**config.mk**
```make
export PLATFORM = sky130hd
export DESIGN_NAME = spi_peripheral
export DESIGN_NICKNAME = d
export VERILOG_FILES = /design/src/rtl/spi_peripheral_pkg.sv /design/src/rtl/spi_sync_bit.sv /design/src/rtl/spi_peripheral.sv
export SDC_FILE = /design/constraint.sdc
export NUM_CORES = 1
export LEC_CHECK = 0
export CAP_MARGIN = 5
export CORE_MARGIN = 2
export CORE_UTILIZATION = 57
export CTS_BUF_LIST = sky130_fd_sc_hd__clkbuf_2
export DETAILED_ROUTE_END_ITERATION = 8
export GPL_TIMING_DRIVEN = 1
export MAX_ROUTING_LAYER = met4
export PLACE_DENSITY = 0.86
export SLEW_MARGIN = 20
export SYNTH_ARGS = -nofsm -noshare
export SYNTH_HDL_FRONTEND = slang
export SYNTH_SLANG_ARGS = --single-unit
```
**constraint.sdc**
```tcl
create_clock -name clk -period 2.1 [get_ports clk]
set_clock_uncertainty 0.05 [all_clocks]
set_input_delay 0.42 -clock clk [delete_from_list [all_inputs] [get_ports clk]]
set_output_delay 0.42 -clock clk [all_outputs]
set_load 0.03 [all_outputs]
```
**src/rtl/spi_peripheral_pkg.sv**
```systemverilog
// Shared types for the SPI target: FSM state encoding and the default word type.
package spi_peripheral_pkg;

    localparam int DEFAULT_WORD_BITS = 8;

    typedef logic [DEFAULT_WORD_BITS-1:0] word_t;

    typedef enum logic [1:0] {
        WAIT_DESEL,
        IDLE,
        SHIFT,
        DONE
    } state_t;

endpackage

```
**src/rtl/spi_sync_bit.sv**
```systemverilog
// Multi-flop synchronizer for one asynchronous input bit.
// The reset value lets idle-high pins (cs_n, sclk) come out of reset deasserted.
module spi_sync_bit #(
    parameter int   STAGES      = 2,
    parameter logic RESET_VALUE = 1'b0
) (
    input  logic clk,
    input  logic rst_n,
    input  logic d,
    output logic q
);

    generate
        for (genvar gi = 0; gi < STAGES; gi++) begin : g_stage
            logic stage_reg;
            if (gi == 0) begin : g_first
                always_ff @(posedge clk or negedge rst_n) begin
                    if (!rst_n) stage_reg <= RESET_VALUE;
                    else        stage_reg <= d;
                end
            end else begin : g_chain
                always_ff @(posedge clk or negedge rst_n) begin
                    if (!rst_n) stage_reg <= RESET_VALUE;
                    else        stage_reg <= g_stage[gi-1].stage_reg;
                end
            end
        end
    endgenerate

    assign q = g_stage[STAGES-1].stage_reg;

endmodule

```
**src/rtl/spi_peripheral.sv**
```systemverilog
// Oversampled mode-3 SPI target with a one-word TX holding register.
// Define SPI_PERIPHERAL_FRAME_ERR_EN to add the frame_err pulse output.
module spi_peripheral
    import spi_peripheral_pkg::*;
#(
    parameter int                                  TRANSACTION_LENGTH_BITS = 8,
    parameter logic [TRANSACTION_LENGTH_BITS-1:0] IDLE_WORD               = '0,
    parameter int                                  SYNC_STAGES             = 2
) (
    input  logic                               clk,
    input  logic                               rst_n,
    input  logic                               axiiv,
    input  logic [TRANSACTION_LENGTH_BITS-1:0] axiid,
    output logic                               axiready,
    output logic                               axiov,
    output logic [TRANSACTION_LENGTH_BITS-1:0] axiod,
`ifdef SPI_PERIPHERAL_FRAME_ERR_EN
    output logic                               frame_err,
`endif
    input  logic                               spi_cs_n,
    input  logic                               spi_clk,
    input  logic                               spi_din,
    output logic                               spi_dout
);

    localparam int N     = TRANSACTION_LENGTH_BITS;
    localparam int CNT_W = $clog2(N + 1);
    localparam logic [CNT_W-1:0] LAST_BIT = CNT_W'(N - 1);
    localparam logic [CNT_W-1:0] CNT_ONE  = CNT_W'(1);

    logic cs_sync, sclk_sync, din_sync;
    logic cs_prev_reg, sclk_prev_reg;
    logic cs_fall, cs_rise, sclk_rise, sclk_fall;
    logic [SYNC_STAGES:0] settle_reg;
    logic settled;

    state_t           state_reg, state_next;
    logic [CNT_W-1:0] count_reg, count_next;
    logic [N-1:0]     rx_shift_reg, rx_shift_next;
    logic [N-1:0]     tx_shift_reg, tx_shift_next;
    logic [N-1:0]     holding_reg, holding_next;
    logic             holding_valid_reg, holding_valid_next;
    logic [N-1:0]     axiod_reg, axiod_next;
    logic             axiov_reg, axiov_next;
`ifdef SPI_PERIPHERAL_FRAME_ERR_EN
    logic             frame_err_reg, frame_err_next;
`endif

    spi_sync_bit #(.STAGES(SYNC_STAGES), .RESET_VALUE(1'b1)) u_sync_cs (
        .clk(clk), .rst_n(rst_n), .d(spi_cs_n), .q(cs_sync)
    );
    spi_sync_bit #(.STAGES(SYNC_STAGES), .RESET_VALUE(1'b1)) u_sync_clk (
        .clk(clk), .rst_n(rst_n), .d(spi_clk), .q(sclk_sync)
    );
    spi_sync_bit #(.STAGES(SYNC_STAGES), .RESET_VALUE(1'b0)) u_sync_din (
        .clk(clk), .rst_n(rst_n), .d(spi_din), .q(din_sync)
    );

    assign cs_fall   =  cs_prev_reg   & ~cs_sync;
    assign cs_rise   = ~cs_prev_reg   &  cs_sync;
    assign sclk_rise = ~sclk_prev_reg &  sclk_sync;
    assign sclk_fall =  sclk_prev_reg & ~sclk_sync;

    // The synchronizers reset to "deselected"; only trust cs_n once real samples have filled them,
    // otherwise a reset taken with cs_n low would look like a deselect.
    assign settled = settle_reg[SYNC_STAGES];

    always_comb begin
        state_next         = state_reg;
        count_next         = count_reg;
        rx_shift_next      = rx_shift_reg;
        tx_shift_next      = tx_shift_reg;
        holding_next       = holding_reg;
        holding_valid_next = holding_valid_reg;
        axiod_next         = axiod_reg;
        axiov_next         = 1'b0;
`ifdef SPI_PERIPHERAL_FRAME_ERR_EN
        frame_err_next     = 1'b0;
`endif

        if (axiiv && !holding_valid_reg) begin
            holding_next       = axiid;
            holding_valid_next = 1'b1;
        end

        if (cs_sync) begin
            count_next = '0;
        end

        case (state_reg)
            WAIT_DESEL: begin
                if (settled && cs_sync) state_next = IDLE;
            end
            IDLE: begin
                if (cs_fall) begin
                    state_next    = SHIFT;
                    count_next    = '0;
                    rx_shift_next = '0;
                    if (holding_valid_reg) begin
                        tx_shift_next      = holding_reg;
                        holding_valid_next = 1'b0;
                    end else begin
                        tx_shift_next = IDLE_WORD;
                    end
                end
            end
            SHIFT: begin
                if (cs_rise) begin
                    state_next = IDLE;
                    count_next = '0;
`ifdef SPI_PERIPHERAL_FRAME_ERR_EN
                    frame_err_next = 1'b1;
`endif
                end else begin
                    if (sclk_rise) begin
                        rx_shift_next = {rx_shift_reg[N-2:0], din_sync};
                        count_next    = count_reg + CNT_ONE;
                        if (count_reg == LAST_BIT) begin
                            state_next = DONE;
                            axiod_next = {rx_shift_reg[N-2:0], din_sync};
                            axiov_next = 1'b1;
                        end
                    end
                    // The fall preceding the first rise presents bit N-1, which is already on MISO.
                    if (sclk_fall && count_reg != '0) begin
                        tx_shift_next = {tx_shift_reg[N-2:0], 1'b0};
                    end
                end
            end
            DONE: begin
                if (cs_rise) begin
                    state_next = IDLE;
                end
`ifdef SPI_PERIPHERAL_FRAME_ERR_EN
                else if (sclk_rise) begin
                    frame_err_next = 1'b1;
                end
`endif
            end
            default: state_next = WAIT_DESEL;
        endcase
    end

    always_ff @(posedge clk or negedge rst_n) begin
        if (!rst_n) begin
            cs_prev_reg       <= 1'b1;
            sclk_prev_reg     <= 1'b1;
            settle_reg        <= '0;
            state_reg         <= WAIT_DESEL;
            count_reg         <= '0;
            rx_shift_reg      <= '0;
            tx_shift_reg      <= '0;
            holding_reg       <= '0;
            holding_valid_reg <= 1'b0;
            axiod_reg         <= '0;
            axiov_reg         <= 1'b0;
`ifdef SPI_PERIPHERAL_FRAME_ERR_EN
            frame_err_reg     <= 1'b0;
`endif
        end else begin
            cs_prev_reg       <= cs_sync;
            sclk_prev_reg     <= sclk_sync;
            settle_reg        <= {settle_reg[SYNC_STAGES-1:0], 1'b1};
            state_reg         <= state_next;
            count_reg         <= count_next;
            rx_shift_reg      <= rx_shift_next;
            tx_shift_reg      <= tx_shift_next;
            holding_reg       <= holding_next;
            holding_valid_reg <= holding_valid_next;
            axiod_reg         <= axiod_next;
            axiov_reg         <= axiov_next;
`ifdef SPI_PERIPHERAL_FRAME_ERR_EN
            frame_err_reg     <= frame_err_next;
`endif
        end
    end

    assign axiready = ~holding_valid_reg;
    assign axiov    = axiov_reg;
    assign axiod    = axiod_reg;
    assign spi_dout = (!cs_sync && (state_reg == SHIFT || state_reg == DONE)) ? tx_shift_reg[N-1] : 1'b0;
`ifdef SPI_PERIPHERAL_FRAME_ERR_EN
    assign frame_err = frame_err_reg;
`endif

endmodule

```
==> impl_metrics.tcl <==
set metrics [dict create \
    end_kind "register" \
    fin_area_um2 2700 \
    synth_nets 202 \
    slew_viol_final 0 \
    vias_per_cell 5.56 \
    ys_seq_area_share_pct 55.8 \
    die_area_um2 4470 \
    drt_iter0_markers 155 \
    cts_sinks 50 \
    pwr-share-seq_pct 49.3 \
    initial_core_util_pct 60.2 \
    grt_pass1_wl_um 7160 \
    min_from "u_sync_cs.g_stage[0].stage_reg" \
    dp.cells 253 \
    crit_type "register to register" \
    grt_antenna_before_repair 0 \
    cts_inserted_buffers 5 \
    r2r-start "count_reg[1]" \
    area_delta_synth_final_pct 19.7 \
    dr.pass1.iters 4 \
    layout.area.seq_um2 1260 \
    ys.flop_type "dfrtp_1" \
    place_congestion 0.831 \
    drive_gt1_share_pct 29.1 \
    yosys.area_share.simple_pct 9.60 \
    routedWlPerCell_um 16.1 \
    synth.distinct_cells 41 \
    avgSynthCellArea_um2 12.5 \
    post-route-drc-count 0 \
    synth_compound_area_share_pct 9.88 \
    ant_nets 0 \
    fin_crit_ns 2.09 \
    cap_violations 0 \
    min_period_over_period_pct 99.3 \
    layout_commonest_cell "dfrtp_1" \
    ff2ff_path_depth 6 \
    whs_endpoint "u_sync_cs.q" \
    synth_top_family_by_area "multiplexers" \
    cp_data_required_time_ns 2.39 \
    clockRootBuffer "clkbuf_2" \
    antenna_cells 0 \
    synthMuxAreaShare_pct 15.5 \
    power_leakage_nw 1.23 \
    synth-edff-count 0 \
    pwr-share-clk_pct 14.2 \
    finalNonFillerCells 268 \
    dpl_cell_area_um2 2560 \
    startpoint_type "register" \
    fill_cells 271 \
    multi_input_area_um2 923 \
    fmax_ghz 0.479 \
    power.density_nw_per_um2 964 \
    first_global_vias 1538 \
    finalHoldViolations 0 \
    synth_fa_ha_area_share_pct 4.33 \
    r2r_slack_ns 0.01 \
    cts_tree "built" \
    slew_headroom_pct 59.0 \
    worstMarginPinSlew_ns 0.614 \
    clk_path_buf_depth 2 \
    dp_hpwl_um 3010 \
    die_height_um 66.9 \
    grt_max_degree 51 \
    synth-async-reset-ratio_pct 100 \
    p_int_mw 1.74 \
    synthCells 181 \
    ys_ff_latch 50 \
    die-width_um 66.9 \
    clk_pin_slew_ns 0.22 \
    h-tree-depth 2 \
    globalRouteOverflowTotal 0 \
    hold_path_class "register to register" \
    routed_wl_um 4310 \
    grt_util_all_layers_pct 22.3 \
    io_buffer_count 24 \
    boundaryPins 25 \
    layout_common_cells "dfrtp_1 (43), mux2_2 (23), clkdlybuf4s50_1 (21)" \
    setup_violations 0 \
    critical_path_peak_fanout 8 \
    syn_area_um2 2250 \
    total_power_mw 2.60 \
    synth_xor_area_share_pct 0 \
    layout.nets 240 \
    rsz0062_at_grt "true" \
    vias 1490 \
    yosysWarnings 0 \
    final_util_pct 72.1 \
    crit_arrival_ns 2.37 \
    status "completed" \
    clk_latency_ns 0.43 \
    vdd_ir_drop_max_mv 0.574 \
    power_switching_mw 0.865 \
    core.rowCount 22 \
    combPwrFrac_pct 36.6 \
    switching_share_pct 33.2 \
    whs_path_depth 0 \
    r2r_end "tx_shift_reg[7]" \
    core_area_um2 3740 \
]
[synth_stat cells (3+ instances only)]
| library cell | instances | area share [%] |
|---|---|---|
| a21o_1 | 4 | 1.3 |
| a22o_1 | 7 | 2.7 |
| clkbuf_1 | 4 | 0.67 |
| dfrtp_1 | 44 | 49 |
| dfstp_2 | 6 | 7.0 |
| ha_1 | 7 | 3.9 |
| inv_1 | 15 | 2.5 |
| mux2_2 | 23 | 11 |
| mux2i_1 | 9 | 4.0 |
| nand2_1 | 16 | 2.7 |
| nor2_1 | 4 | 0.67 |
| nor2b_1 | 3 | 0.83 |
| o21ai_0 | 5 | 1.1 |
[critical path, cell delays in order, from the launching register on]
cell and delay, ns:
dfrtp_1 0.46, inv_1 0.09, ha_1 0.16, inv_1 0.04, o311ai_0 0.48, a22o_2 0.37, mux2_2 0.35
[routing by layer]
| layer | track usage, % | vias to the layer above | part of all wire, % |
|---|---|---|---|
| met3 | 5.07 | 10 | 4.6 |
| met1 | 26.2 | 743 | 41 |
| li1 | - | 695 | - |
| met4 | 7.14 | 0 | 1.9 |
| met5 | - | - | 0 |
| met2 | 38.3 | 42 | 52 |
[worst max path at each step]
stage	start	end	slack (ns)
final	count_reg[1]	tx_shift_reg[7]	0.01
after detailed placement	count_reg[1]	tx_shift_reg[5]	-0.004
after CTS	state_reg[0]	spi_dout	0.008
after global placement	u_sync_cs.q	tx_shift_reg[4]	0.22
after floorplan	state_reg[0]	spi_dout	0.06
after global routing	state_reg[0]	spi_dout	-0.05
[per-stage QoR]
stage                     hold WS [ns]  worst slack (ns)  setup TNS (ns)
after floorplan                 0.0744            0.0595               0
after global placement           0.282             0.223               0
after detailed placement         0.286          -0.00417         -0.0120
after CTS                        0.315           0.00813               0
after global routing             0.287           -0.0462         -0.0462
final                            0.322            0.0144               0
[layout make-up]
| class | count | share of cell area, % |
|---|---|---|
| well taps | 48 | 2.23 |
| clock inverters | 3 | 0.603 |
| repair buffers | 39 | 13.3 |
| flip-flops and latches | 50 | 46.7 |
| multi-input cells | 108 | 34.2 |
| inverters | 15 | 2.09 |
| clock buffers | 5 | 0.927 |
[logic make-up (layout without fill, tap and decap cells)]
family / after synthesis / count (layout)
other: 1 / 1
adder cells (fa/ha/maj): 8 / 8
flip-flops: 50 / 50
multiplexers: 32 / 32
buffers and inverters: 23 / 62
AO/OA/AOI/OAI: 27 / 27
AND/OR/NAND/NOR: 40 / 40
[repair_timing]
action,in CTS,in global routing
pin swaps,0,3
setup buffers,3,3
endpoints found under the hold margin,6,0
hold buffers,1,0
setup endpoints to repair,7,5
gates resized for setup,7,5
[power by group through the flow]
stage	Combinational [mW]	Clock (mW)	Sequential, mW
2_1_floorplan	0.641	0	1.25
3_3_place_gp	0.786	0	1.28
3_5_place_dp	0.841	0	1.30
4_1_cts	0.894	0.379	1.28
5_1_grt	1.04	0.413	1.31
6_report	0.952	0.369	1.28
(Power assumes the default switching activity.)
